`src/rtl/alu_result_tx.sv`:
```
// alu_result_tx: converts one binary result word per input beat into an ASCII
// hex byte stream (optionally zero-suppressed, "ERR" on error, CR/LF appended)
// on an 8-bit AXI-stream master. One message in flight at a time.
module alu_result_tx #(
    parameter int unsigned RESULT_WIDTH   = 32,
    parameter bit          INCLUDE_CRLF   = 1'b1,
    parameter bit          UPPERCASE      = 1'b1,
    parameter bit          SUPPRESS_ZEROS = 1'b1
) (
    input  logic                    aclk_i,
    input  logic                    arst_ni,
    input  logic [RESULT_WIDTH-1:0] s_axis_tdata_i,
    input  logic                    s_axis_tuser_i,
    input  logic                    s_axis_tvalid_i,
    output logic                    s_axis_tready_o,
    output logic [7:0]              m_axis_tdata_o,
    output logic                    m_axis_tvalid_o,
    output logic                    m_axis_tlast_o,
    input  logic                    m_axis_tready_i
);

    localparam int unsigned N    = RESULT_WIDTH / 4;
    // index register is shared between nibble position and "ERR" character position
    localparam int unsigned IDXW = ($clog2(N) > 2) ? $clog2(N) : 2;
    localparam logic [IDXW-1:0] TOP_IDX  = IDXW'(N - 1);
    localparam logic [IDXW-1:0] ERR_LAST = IDXW'(2);

    typedef enum logic [2:0] {
        S_IDLE,
        S_DIGIT,
        S_ERR,
        S_CR,
        S_LF
    } state_e;

    state_e                  state_q, state_d;
    logic [IDXW-1:0]         idx_q, idx_d;
    logic [RESULT_WIDTH-1:0] data_q, data_d;
    logic [7:0]              tdata_q, tdata_d;
    logic                    tvalid_q, tvalid_d;
    logic                    tlast_q, tlast_d;
    logic                    s_ready_q, s_ready_d;
    logic [IDXW-1:0]         start_idx;
    logic                    accept;
    logic                    fire;
    logic [3:0]              nib;

    function automatic logic [7:0] hex_ascii(input logic [3:0] n);
        logic [7:0] base;
        if (n < 4'd10) begin
            return 8'h30 + {4'h0, n};
        end
        base = UPPERCASE ? 8'h41 : 8'h61;
        return base + {4'h0, n} - 8'd10;
    endfunction

    assign accept = s_ready_q & s_axis_tvalid_i;
    assign fire   = tvalid_q & m_axis_tready_i;

    // First digit position for the incoming word: highest nonzero nibble, or the top nibble
    always_comb begin
        start_idx = SUPPRESS_ZEROS ? '0 : TOP_IDX;
        if (SUPPRESS_ZEROS) begin
            for (int unsigned i = 0; i < N; i++) begin
                if (s_axis_tdata_i[4*i +: 4] != 4'h0) begin
                    start_idx = IDXW'(i);
                end
            end
        end
    end

    // State register plus registered output stage
    always_ff @(posedge aclk_i) begin
        if (!arst_ni) begin
            state_q   <= S_IDLE;
            idx_q     <= '0;
            data_q    <= '0;
            tdata_q   <= '0;
            tvalid_q  <= 1'b0;
            tlast_q   <= 1'b0;
            s_ready_q <= 1'b0;
        end else begin
            state_q   <= state_d;
            idx_q     <= idx_d;
            data_q    <= data_d;
            tdata_q   <= tdata_d;
            tvalid_q  <= tvalid_d;
            tlast_q   <= tlast_d;
            s_ready_q <= s_ready_d;
        end
    end

    // Next-state: capture on accept, advance one character per output handshake
    always_comb begin
        state_d = state_q;
        idx_d   = idx_q;
        data_d  = data_q;
        unique case (state_q)
            S_IDLE: begin
                if (accept) begin
                    data_d = s_axis_tdata_i;
                    if (s_axis_tuser_i) begin
                        state_d = S_ERR;
                        idx_d   = '0;
                    end else begin
                        state_d = S_DIGIT;
                        idx_d   = start_idx;
                    end
                end
            end
            S_DIGIT: begin
                if (fire) begin
                    if (idx_q == '0) begin
                        state_d = INCLUDE_CRLF ? S_CR : S_IDLE;
                    end else begin
                        idx_d = idx_q - 1'b1;
                    end
                end
            end
            S_ERR: begin
                if (fire) begin
                    if (idx_q == ERR_LAST) begin
                        state_d = INCLUDE_CRLF ? S_CR : S_IDLE;
                    end else begin
                        idx_d = idx_q + 1'b1;
                    end
                end
            end
            S_CR: begin
                if (fire) begin
                    state_d = S_LF;
                end
            end
            S_LF: begin
                if (fire) begin
                    state_d = S_IDLE;
                end
            end
            default: begin
                state_d = S_IDLE;
            end
        endcase
    end

    // Output decode from the next state so every m_axis output is a plain register;
    // a stall keeps state_d/idx_d unchanged, so the registered byte holds.
    always_comb begin
        nib       = 4'(data_d >> {idx_d, 2'b00});
        tvalid_d  = (state_d != S_IDLE);
        s_ready_d = (state_d == S_IDLE);
        tdata_d   = 8'h00;
        unique case (state_d)
            S_DIGIT: tdata_d = hex_ascii(nib);
            S_ERR:   tdata_d = (idx_d == '0) ? 8'h45 : 8'h52;
            S_CR:    tdata_d = 8'h0D;
            S_LF:    tdata_d = 8'h0A;
            default: tdata_d = 8'h00;
        endcase
        tlast_d = (state_d == S_LF) ||
                  (!INCLUDE_CRLF && (((state_d == S_DIGIT) && (idx_d == '0)) ||
                                     ((state_d == S_ERR) && (idx_d == ERR_LAST))));
    end

    assign s_axis_tready_o = s_ready_q;
    assign m_axis_tdata_o  = tdata_q;
    assign m_axis_tvalid_o = tvalid_q;
    assign m_axis_tlast_o  = tlast_q;

endmodule

```
`config.mk`:
```
export PLATFORM = sky130hd
export DESIGN_NAME = alu_result_tx
export DESIGN_NICKNAME = d
export VERILOG_FILES = /design/src/rtl/alu_result_tx.sv
export SDC_FILE = /design/constraint.sdc
export NUM_CORES = 1
export LEC_CHECK = 0
export BUFFER_PORTS_ARGS = -buffer_cell sky130_fd_sc_hd__buf_2
export CORE_MARGIN = 8
export CORE_UTILIZATION = 50
export CTS_BUF_LIST = sky130_fd_sc_hd__clkbuf_4 sky130_fd_sc_hd__clkbuf_8
export CTS_CLUSTER_DIAMETER = 80
export CTS_CLUSTER_SIZE = 14
export DETAILED_ROUTE_END_ITERATION = 16
export GPL_TIMING_DRIVEN = 0
export PLACE_DENSITY = 0.72
export SYNTH_ARGS = -nofsm -noshare
export SYNTH_HDL_FRONTEND = slang
export SYNTH_SLANG_ARGS = --single-unit
```
`constraint.sdc`:
```
create_clock -name aclk_i -period 5.92 [get_ports aclk_i]
set_input_delay 1.184 -clock aclk_i [delete_from_list [all_inputs] [get_ports aclk_i]]
set_output_delay 1.184 -clock aclk_i [all_outputs]
set_load 0.005 [all_outputs]
```
---- Word-level counts from Yosys, hierarchy flattened ----
Index checks and enable logic that the tools add are counted.
word-level totals
  register bits ........................... 49
  input port bits ......................... 37
  output and inout bits ................... 11
  logic and storage cells ................. 68
operators by class
  $add $sub $neg .......................... 5
  $lt $le $gt $ge ......................... 1
  equal/unequal tests ..................... 9
  shift operators ......................... 1
  mux-type cells .......................... 31
  bitwise logic cells ..................... 2
  reductions and logical operators ........ 12
operators with widths
  operator               count
  $mux W32               2
  $mux W3                18
  $pmux W8 S4            1
  $shr A32 B5 Y4         1
  $reduce_bool A4 Y1     7
  $mux W8                2
  $eq A3 B2 Y1 const B   5
  $pmux W3 S5            1
  $logic_not A3 Y1       4
  $pmux W3 S3            1
  $add A7 B4 Y8 const A  1
  $sub A8 B4 Y8 const B  1
  $add A6 B4 Y7 const A  1
  $eq A3 B1 Y1 const B   2
  $eq A3 B3 Y1 const B   2
  $mux W5                1
  $lt A4 B4 Y1 const B   1
  $mux W2                2
  $add A3 B1 Y3 const B  1
  $mux W1                3
  $reduce_bool A3 Y1     1
  $sub A3 B1 Y3 const B  1
  $and A1 B1 Y1          2

---- Longest topological paths before layout ----
  depth in word-level cells ............... 17
  depth in mapped cells ................... 15
  depth with buffers taken out ............ 14

---- Worst setup path before layout ----
OpenSTA, ideal clock, no wires.
  kind .................................... in2reg
  from .................................... input port s_axis_tdata_i[30]
  to ...................................... register tdata_q[4] (netlist: m_axis_tdata_o[4])
  library setup time ...................... 117 ps
  data arrival time ....................... 3817 ps
  data required time ...................... 5803 ps
  setup slack ............................. 1985 ps
  stages .................................. 12
  path buffers ............................ 0
  path through ............................ or4_4 > o21bai_4 > a22o_4 > nor3_4 > mux2i_1 > mux2i_1 > o22ai_1 > or3_4 > ha_1 > nor2_1 > o21ai_1 > a32o_1
on the way
  cells in the longest elaborated chain, start to end .. 11
  elaborated cells between the ends (all ways) .. 19
  those cells by class .................... 3 x add/sub; 1 x order compare; 1 x shift; 12 x mux; 2 x reduce/logical
RTL lines
  item                                                    RTL line  text
  from (decl)                                             12        input logic [RESULT_WIDTH-1:0] s_axis_tdata_i,
  branches (longest 10 deep; another with $add A7 B4 Y8)  n/a
  $pmux W8 S4 (*)                                         152       unique case (state_d)
  to (signal assigned)                                    86        tdata_q <= tdata_d;
  to (decl)                                               39        logic [7:0] tdata_q, tdata_d;
Mark *: on every way between the ends. The select of a mux whose other input is x is not followed.
A chain may end at the register's enable or synchronous reset.

---- Worst setup path in the final report ----
  from .................................... input port s_axis_tdata_i[19]
  to ...................................... register tdata_q[4] (netlist: m_axis_tdata_o[4])
on the way
  cells in the longest elaborated chain, start to end .. 14
  elaborated cells between the ends (all ways) .. 22
  those cells by class .................... 3 x add/sub; 1 x order compare; 1 x shift; 15 x mux; 2 x reduce/logical
RTL lines
  item                                                    RTL line
  branches (longest 13 deep; another with $add A7 B4 Y8)  n/a
  $pmux W8 S4 (*)                                         152
Marked as above.

==> impl_metrics.toml <==
[power]
power_density_nw_per_um2 = 237
comb_power_share_pct = 26.6
switching_power_mw = 0.252
switching_share_pct = 32.9
seqPwrFrac_pct = 46.2
cellInternalPower_mw = 0.514
clockPowerShare_pct = 27.2
leakage_nw = 1.25
ir_drop_mv = 0.149

[sta]
final-hold-violation-count = 0
rsz0062_at_grt = "false"
relSlewSlack_pct = 48.6
fmax_ghz = 0.240
fin_tns_setup_ps = 0
period_share_pct = 70.4
finalCriticalPeriod_ps = 4170
drv_slew = 0
setup_viol = 0
skew_ps = 6.07
worstMarginPinSlew_ps = 770

[synthesis]
synth_area_leaders = "dfxtp_1, nand2_1, a21oi_1"
yosysTopAreaCell = "dfxtp_1"
avgSynthCellArea_um2 = 8.08
ys_seq_area_share_pct = 34.1
synth_nets = 391
yosysWarningCount = 0
async_reset_ff_share_pct = 0
synthCells = 349
synth_edf_count = 0
syn_area_um2 = 2820
synthDistinctLibCells = 63
synth_top_cell_area_share_pct = 34.1
synth-seq-cells = 48
synth_ff_type = "dfxtp_1"

[clock_tree]
clkLatencyLatePin_ps = 300
ctsLongestPathBuffers = 2
path_clk_slew_ps = 90
post_cts_resized = 0
cts_root_buf = "clkbuf_8"
post_cts_buffers = 0
htree_levels = 2
clock_sinks = 48
holdBufCountCts = 0
numCtsBuffers = 5
cts_tree = "done"

[setup_path]
worstSetupEndpointType = "flop"
crit_required_ps = 6120
path_max_fanout = 10
start_kind = "input port"
crit_arrival_ps = 4370
path_class = "in -> reg"

[cells_and_area]
n_fill_cell = 515
final_layout_size_suffix_gt1_share_pct = 21.3
final_core_util_pct = 59.1
final_common_cell = "nand2_1"
final_cell_mix = "nand2_1, a21oi_1, dfxtp_1"
nNetsFinal = 444
antenna_cells = 0
fin_cells = 475
area_delta_synth_final_pct = 14.6

[drt]
routed_wl_mm = 8.26
first_pass_iters = 6
drt_iter0_drc = 182
vias = 2823
drc = 0
wl_per_cell_um = 17.4
ant_nets = 0
via_per_inst = 5.94

[floorplanning]
core_um2 = 5470
die-height_um = 91.1
io-pin-count = 48
die_w_um = 91.1
placementRows = 27
start_util_pct = 51.5
die_area_um2 = 8300

[global_routing]
grt_max_degree = 15
grt_pass1_vias = 2696
grt_first_pass_wirelength_mm = 13.3
antenna_found_initial = 0
track_usage_pct = 19.5
grt_overflow = 0

[place]
portBuffers = 46
dpl.hpwl_mm = 6.29
placed_cells = 467
place.gp.congestion = 0.871

[hold_path]
min_path_type = "reg -> reg"

[run]
cap_viol_max_count = 0

[status]
status = "completed"
==> per-stage QoR <==
step	cell area (µm²)	setup slack, ps	hold WS (ps)	total power [mW]
floorplan	2820	1990	436	0.496
global placement	3140	1540	442	0.556
detailed placement	3140	1500	449	0.561
CTS	3230	1810	462	0.764
global route	3230	1630	482	0.800
finish	3230	1750	460	0.766
==> registers in the layout, indices dropped and copies added (netlist names) <==
signal,flops
m_axis_tlast_o,1
s_axis_tready_o,1
m_axis_tvalid_o,1
m_axis_tdata_o,7
state_q,3
data_q,32
idx_q,3
==> final cells by class <==
cell class	count	area (µm²)	share of cell area [%]
Multi-Input combinational cell	272	1710	52.8
Sequential cell	48	961	29.7
Timing Repair Buffer	46	230	7.12
Buffer	19	114	3.52
Tap cell	72	90.1	2.79
Clock buffer	6	82.6	2.55
Inverter	10	37.5	1.16
Clock inverter	2	10.0	0.310
==> metal layers <==
layer  GRT usage [%]  part of all wire [%]  up-vias
li1                -                     -     1365
met5               0                     0        -
met4            6.28                   1.1        0
met1            25.1                    45     1332
met3            3.54                   5.9        8
met2            32.1                    48      118
==> cells in the mapped netlist, drive strengths merged (2+ instances only) <==
master  number
nand2       72
a21oi       50
dfxtp       48
clkbuf      16
nor2        16
o21ai       13
nor4        11
inv         10
mux2i       10
nand3        8
nand4        8
nor3b        7
or4          6
a32oi        5
and2         5
ha           5
o211ai       5
nor2b        4
nor3         4
or2          4
a31oi        3
buf          3
nand2b       3
o21bai       3
a211oi       2
a21boi       2
a32o         2
o21a         2
o22a         2
o22ai        2
==> path summary, 6_finish.rpt <==
kind	from	to	slack (ps)	cells past startpoint
worst max-delay path	s_axis_tdata_i[19]	m_axis_tdata_o[4]$_SDFF_PN0_	1750	12
worst min-delay path	data_q[0]$_SDFF_PN0_	data_q[0]$_SDFF_PN0_	460	2
worst min register to register	data_q[0]$_SDFF_PN0_	data_q[0]$_SDFF_PN0_	460	2
worst max register to register	idx_q[0]$_SDFF_PN0_	m_axis_tdata_o[4]$_SDFF_PN0_	2180	14
==> cell families after synthesis <==
kind of cell	Yosys count	synth area share, %
AND/OR/NAND/NOR	154	29.8
AO/OA/AOI/OAI	101	24.6
flip-flops	48	34.1
buffers and inverters	29	5.37
multiplexers	10	3.55
adder cells (fa/ha/maj)	5	2.22
other	1	0.133
XOR/XNOR	1	0.311
==> power groups by stage <==
stage                     sequential (mW)  clock [mW]  combinational, mW
after floorplan                     0.359           0              0.136
after global placement              0.360           0              0.196
after detailed placement            0.361           0              0.200
after CTS                           0.353       0.210              0.201
after global routing                0.356       0.224              0.221
final                               0.353       0.208              0.204
==> critical path, stage by stage <==
cell	delay (ps)
buf_2	120
nor4_1	640
a31oi_1	210
a211oi_2	650
nand2_1	310
o22ai_1	320
a221o_1	250
inv_2	80
ha_1	190
nor2_1	100
o21ai_1	80
a32o_1	220
Note: power is estimated with default switching activity, not from simulation.
